`src/rtl/i2s_pkg.sv`:
```
`default_nettype none
// ============================================================================
// Module : i2s_pkg
// Brief  : Shared widths, counter limits and frame/channel helpers for the I2S path.
// Rev    : 1.0
// ============================================================================
package i2s_pkg;

    localparam int              AUDIO_DW_DEFAULT = 32;
    localparam int              CNT_W            = 16;
    localparam logic [CNT_W-1:0] CNT_MAX         = 16'hFFFF;

    function automatic int frame_w(input int num_ch, input int dw);
        return num_ch * dw;
    endfunction

    // LSB position of channel ch inside a packed frame.
    function automatic int ch_lsb(input int ch, input int dw);
        return ch * dw;
    endfunction

endpackage
`default_nettype wire

```
`src/rtl/i2s_sat_cnt.sv`:
```
`default_nettype none
// ============================================================================
// Module : i2s_sat_cnt
// Brief  : CNT_W-bit saturating event counter with synchronous clear.
// Rev    : 1.0
// ============================================================================
module i2s_sat_cnt
    import i2s_pkg::*;
(
    input  logic             lrclk,
    input  logic             rst,
    input  logic             i_inc,
    input  logic             i_clr,
    output logic [CNT_W-1:0] o_cnt
);

    logic [CNT_W-1:0] r_cnt;

    // Clear takes priority over a same-cycle increment.
    always_ff @(posedge lrclk or negedge rst) begin
        if (!rst) begin
            r_cnt <= '0;
        end else if (i_clr) begin
            r_cnt <= '0;
        end else if (i_inc && (r_cnt != CNT_MAX)) begin
            r_cnt <= r_cnt + CNT_W'(1);
        end
    end

    assign o_cnt = r_cnt;

endmodule
`default_nettype wire

```
`src/rtl/i2s_frame_fifo.sv`:
```
`default_nettype none
// ============================================================================
// Module : i2s_frame_fifo
// Brief  : Multi-channel elastic frame buffer between I2S rx and tx word paths.
// Rev    : 1.0
// ============================================================================
module i2s_frame_fifo
    import i2s_pkg::*;
#(
    parameter int AUDIO_DW = AUDIO_DW_DEFAULT,
    parameter int NUM_CH   = 2,
    parameter int DEPTH    = 8
) (
    input  logic                         lrclk,
    input  logic                         rst,
    input  logic [NUM_CH*AUDIO_DW-1:0]   in_data,
    input  logic                         in_valid,
    output logic                         in_ready,
    output logic [NUM_CH*AUDIO_DW-1:0]   out_data,
    output logic                         out_valid,
    input  logic                         out_ready,
    input  logic                         underrun_hold,
    input  logic                         clr_cnt,
    output logic [$clog2(DEPTH+1)-1:0]   level,
    output logic [CNT_W-1:0]             overflow_cnt,
    output logic [CNT_W-1:0]             underrun_cnt
);

    localparam int FW = frame_w(NUM_CH, AUDIO_DW);
    localparam int AW = $clog2(DEPTH);
    localparam int PW = AW + 1;
    localparam int LW = $clog2(DEPTH + 1);

    logic [FW-1:0] r_mem [DEPTH];
    logic [FW-1:0] r_last;
    logic [PW-1:0] r_wr_ptr;
    logic [PW-1:0] r_rd_ptr;

    logic          w_full;
    logic          w_empty;
    logic          w_push;
    logic          w_pop;
    logic [PW-1:0] w_diff;

    // Extra wrap bit distinguishes full from empty when the index bits match.
    assign w_empty = (r_wr_ptr == r_rd_ptr);
    assign w_full  = (r_wr_ptr[PW-1] != r_rd_ptr[PW-1]) &&
                     (r_wr_ptr[AW-1:0] == r_rd_ptr[AW-1:0]);
    assign w_push  = in_valid && !w_full;
    assign w_pop   = out_ready && !w_empty;
    assign w_diff  = r_wr_ptr - r_rd_ptr;

    assign in_ready  = !w_full;
    assign out_valid = !w_empty;
    assign level     = LW'(w_diff);

    always_ff @(posedge lrclk or negedge rst) begin
        if (!rst) begin
            r_wr_ptr <= '0;
            r_rd_ptr <= '0;
            r_last   <= '0;
        end else begin
            if (w_push) begin
                r_wr_ptr <= r_wr_ptr + PW'(1);
            end
            if (w_pop) begin
                r_rd_ptr <= r_rd_ptr + PW'(1);
                r_last   <= r_mem[r_rd_ptr[AW-1:0]];
            end
        end
    end

    // Storage is deliberately unreset; the empty-fill mux below hides it.
    always_ff @(posedge lrclk) begin
        if (w_push) begin
            r_mem[r_wr_ptr[AW-1:0]] <= in_data;
        end
    end

    always_comb begin
        out_data = '0;
        if (!w_empty) begin
            out_data = r_mem[r_rd_ptr[AW-1:0]];
        end else if (underrun_hold) begin
            out_data = r_last;
        end
    end

    i2s_sat_cnt u_overflow_cnt (
        .lrclk (lrclk),
        .rst   (rst),
        .i_inc (in_valid && w_full),
        .i_clr (clr_cnt),
        .o_cnt (overflow_cnt)
    );

    i2s_sat_cnt u_underrun_cnt (
        .lrclk (lrclk),
        .rst   (rst),
        .i_inc (out_ready && w_empty),
        .i_clr (clr_cnt),
        .o_cnt (underrun_cnt)
    );

endmodule
`default_nettype wire
```
`config.mk`:
```
export PLATFORM = sky130hd
export DESIGN_NAME = i2s_frame_fifo
export DESIGN_NICKNAME = d
export VERILOG_FILES = /design/src/rtl/i2s_pkg.sv /design/src/rtl/i2s_sat_cnt.sv /design/src/rtl/i2s_frame_fifo.sv
export SDC_FILE = /design/constraint.sdc
export NUM_CORES = 1
export LEC_CHECK = 0
export ABC_AREA = 0
export CORE_ASPECT_RATIO = 1.75
export CORE_MARGIN = 8
export CORE_UTILIZATION = 63
export DETAILED_ROUTE_END_ITERATION = 8
export GPL_TIMING_DRIVEN = 0
export PLACE_DENSITY = 0.84
export SLEW_MARGIN = 10
export SYNTH_ARGS = -nofsm -noshare
export SYNTH_HDL_FRONTEND = slang
export SYNTH_HIERARCHICAL = 1
export SYNTH_SLANG_ARGS = --single-unit
```
`constraint.sdc`:
```
create_clock -name lrclk -period 18.25 [get_ports lrclk]
set_input_delay 4.5625 -clock lrclk [delete_from_list [all_inputs] [get_ports lrclk]]
set_output_delay 4.5625 -clock lrclk [all_outputs]
set_load 0.01 [all_outputs]
```
After elaboration in Yosys (flattened, before gate mapping)
Memories as Yosys holds them, arrays and structs flattened. Cells that the tools add are included.

Flip-flop bits (word level): 104. Memory bits (writable): 512. Output and inout bits: 102. Word-level logic and storage cells: 35. Memories kept: 1.

Add/sub/neg operators: 5. Equality and inequality tests: 5. Multiplexer cells: 8. Reduce and logical (&&, ||, !) cells: 11.

Memories: r_mem (words 8, width 64, rd ports 1, clocked after memory_dff 0, wr ports 1, RTL line i2s_frame_fifo.sv:34) `logic [FW-1:0] r_mem [DEPTH];`.

Operators with widths (number): two-way mux 64 bit (2); two-way mux 16 bit (4); adder 16 x 1 -> 16 bit, second input constant (2); inequality test 16 bit, second input constant (2); adder 4 x 1 -> 4 bit, second input constant (2); logical AND 1 bit (7); == test 4 bit (1); nonzero test 2 bit (2); subtractor 4 bit (1); == test 3 bit (1); logical NOT 1 bit (2); two-way mux 1 bit (2); inequality test 1 bit (1).

Longest topological paths before layout
Depth in word-level cells: 6. Mapped depth: 10. Mapped depth without buffers: 7.

Modules after synthesis
Netlist, hierarchy kept.

By module, submodules not included: i2s_frame_fifo (instances 1, cells each 1375, area an instance 23010.8 sq um, sequential area each 17176.5 sq um); i2s_sat_cnt (instances 2, cells each 98, area an instance 942.2 sq um, sequential area each 400.4 sq um).

Worst setup path before layout
Ideal clock, no wire load.

Kind: input-to-reg. From: in in_valid. To: mem r_mem[0][0] in the netlist's numbering (enable). Data arrival time: 10.708 ns. Data required time: 17.607 ns. Slack: 6.899 ns. Cell stages on the path: 2. Path buffers: 0. Cell sequence: nand2_1 -> nor4_1.

Word-level cells in the longest chain between the ends: 3.

RTL lines: start: declaration (RTL line i2s_frame_fifo.sv:17) `input logic in_valid,`; logical AND 1 bit (RTL line i2s_frame_fifo.sv:49) `assign w_push = in_valid && !w_full;`; two-way mux 1 bit (RTL line i2s_frame_fifo.sv:75) `if (w_push) begin`; two-way mux 1 bit (implied by the code) (RTL line i2s_frame_fifo.sv:76) `r_mem[r_wr_ptr[AW-1:0]] <= in_data;`; end: declaration (RTL line i2s_frame_fifo.sv:34).

Every way passes these cells.

Final worst setup path
From: in underrun_hold. To: out out_data[45].

Word-level cells in the longest chain between the ends: 2.

RTL lines: start: declaration (RTL line i2s_frame_fifo.sv:22) `input logic underrun_hold,`; two-way mux 64 bit (RTL line i2s_frame_fifo.sv:84) `end else if (underrun_hold) begin`; two-way mux 64 bit (RTL line i2s_frame_fifo.sv:82) `if (!w_empty) begin`; end: declaration (RTL line i2s_frame_fifo.sv:19) `output logic [NUM_CH*AUDIO_DW-1:0] out_data,`.

Every way passes these cells.

==> results.ini <==
[clock_tree]
clk_pin_slew_ns=0.06
cts_buffers=52
cts.path.max_buffers=3
root_buffer=clkbuf_16
clk_latency_ns=0.60
cts.sinks=616
cts_tree=built
cts-resized-gates=0
postCtsHoldBufs=0
htree_levels=2
cts_setup_buffers=0

[floorplan]
dieWidth_um=166
die_h_um=279
initial_utilization_pct=63.6
core_region_area_sq_um=39200
ios=172
die_area_sq_um=46400
rows=96

[global_route]
grt_use_total_pct=26.6
antenna_found_initial=9
grt_pass1_vias=16300
grt_pass1_wl_um=94500
grt_max_degree=76
grt-ovfl-total=0

[critical_path]
path_cells=buf_1 > clkbuf_1 > nand3_1 > o21ai_1 > clkdlybuf4s50_1
worstPathMaxFanout=10
worstSetupStartpointType=input pin
critPathMaxStageDelay_ns=0.75
critical-path-top-delay-family=buffers and inverters
critPathKind=input pin to output port
critPathSlowestCell=buf_1
cp.required_ns=13.69
critPathBufInv=3
crit_arrival_ns=6.80
timing.critical_path.to_type=output port

[routing]
dr.pass1.iters=5
route.antenna.remaining_nets=0
wl_per_cell_um=26.5
avgViaCountPerCell=6.60
vias=15800
drt_first_iter_violations=1686
routed_wl_um=63200
drt_drc_violations_left=0

[timing]
rsz0062_at_grt=false
setup_viol=0
fmax_ghz=0.0880
setup_tns_ns=0
finClkSkew_ns=0.0318
tightest_slew_ns=1.24
hold_viol_final=0
whs_ns=0.486
period_share_pct=62.3
finalCriticalPeriod_ns=11.36
drv_slew=0
slew_headroom_pct=16.7

[logic_synthesis]
avgSynthCellArea_sq_um=15.8
yosys.area_share.xor_xnor_pct=0.352
yosysMostFrequentCell=edfxtp_1
yosys.area_share.simple_pct=5.13
synthTopCellsByCount=edfxtp_1 (512), o21ai_1 (135), mux2_2 (129)
synth_top_family_by_area=multiplexers
ys_top_cells_by_area=edfxtp_1 (62%), dfrtp_1 (10%), mux2_2 (5.8%)
yosys.area.top_type=edfxtp_1
yosys_warnings=6
synthMuxAreaShare_pct=11.3
yosys.area_share.adder_pct=0.432
syn_inst=1571
synth_compound_area_share_pct=8.10
yosys_register_bits=616
async_flop_share_pct=16.9
syn_nets=1649
yosysUniqueCellTypes=42
synth_top_area_share_pct=61.8
synth-seq-area-share_pct=72.2
synth_edf_count=512
synth-main-ff-cell=edfxtp_1
synth.cell_area_sq_um=24900

[finish]
syn_to_final_growth_pct=18.5
nFillCells=2234
drive_above_1_share_pct=17.3
nNetsFinal=1928
final_util_pct=75.3

[power_and_ir_drop]
p_leak_nw=10.4
finalPower_mw=5.08
ir_drop_mv=0.125
power_density_nw_per_um2=172

[placed_design]
gp_congestion=0.839
io_buffers=170
place_hpwl_um=41600

[min_path]
hp-class=flip-flop to flip-flop

[status]
status=finished clean

[flow_run]
maxCapViolCount=0

-- layout by cell type, fill, tap and decap left out, types with 14 or more instances in the layout --
cell,count
o21ai_1,135
clkdlybuf4s50_1,169
buf_6,28
inv_1,15
a221o_1,64
mux2i_1,128
clkbuf_16,52
nand2_1,85
mux2_2,129
edfxtp_1,512
o22ai_1,64
nand3_1,72
clkbuf_1,70
o31ai_1,14
buf_4,42
buf_2,19
a21oi_1,23
dfrtp_1,104
-- worst reg2reg max path, stage by stage, from the launching register on --
cell	delay (ns)
dfrtp_1	0.48
inv_1	0.15
ha_1	0.36
and3_1	0.24
a21boi_1	0.40
nand2_1	0.27
nor3_2	0.69
buf_6	0.25
buf_6	0.17
buf_4	0.22
buf_6	0.18
buf_8	0.17
buf_6	0.17
-- flip-flops by register name (all words and copies together), names as in the netlist --
name	cells
r_mem	512
r_last	64
u_overflow_cnt/o_cnt	16
u_underrun_cnt/o_cnt	16
r_rd_ptr	4
r_wr_ptr	4
-- report_power, final --
| group | switching (mW) | internal, mW | leakage (nW) |
|---|---|---|---|
| logic | 1.18 | 0.927 | 3.64 |
| registers | 0.0966 | 1.80 | 5.95 |
| clock network | 0.487 | 0.582 | 0.794 |
| total | 1.77 | 3.31 | 10.4 |
-- path summary, 6_finish.rpt --
kind                            cells after the start     startpoint  slack (ns)      endpoint
worst max-delay path                                5  underrun_hold        6.89  out_data[45]
worst min-delay path                                2      r_last[8]        0.49     r_last[8]
worst max register to register                     12    r_wr_ptr[0]       14.23  r_mem[4][18]
worst min register to register                      2      r_last[8]        0.49     r_last[8]
max in group asynchronous                           2            rst       13.64    r_last[14]
min in group asynchronous                           1            rst        3.85    r_last[44]
-- layer usage --
metal	vias up	share of wire, %	global-route usage, %
met3	172	7.3	4.54
met4	4	4.8	13.6
li1	6748	-	-
met5	-	0.038	0
met1	7999	35	29.5
met2	852	52	48.7
-- per-stage QoR --
stage | cells | worst slack, ns | cell area, sq um
floorplan | 1571 | 6.90 | 24900
global placement | 2231 | 0.322 | 27200
detailed placement | 2286 | 6.97 | 27800
CTS | 2382 | 6.96 | 29500
global route | 2388 | 6.86 | 29500
finish | 2389 | 6.89 | 29500
-- logic make-up after synthesis --
logic type	after synthesis
flip-flops	616
AO/OA/AOI/OAI	309
multiplexers	265
AND/OR/NAND/NOR	246
buffers and inverters	117
XOR/XNOR	10
adder cells (fa/ha/maj)	8
-- final cells by class --
class	count	area, sq um	share of cell area (%)
tap	490	613	2.08
sequential	616	18000	61.0
multi-input combinational	838	6350	21.5
inverter	16	62.6	0.212
clock inverter	21	181	0.615
antenna	7	17.5	0.0594
timing repair buffer	225	2290	7.78
buffer	101	546	1.85
clock buffer	75	1450	4.91
Note: power is estimated with default switching activity, not from simulation.
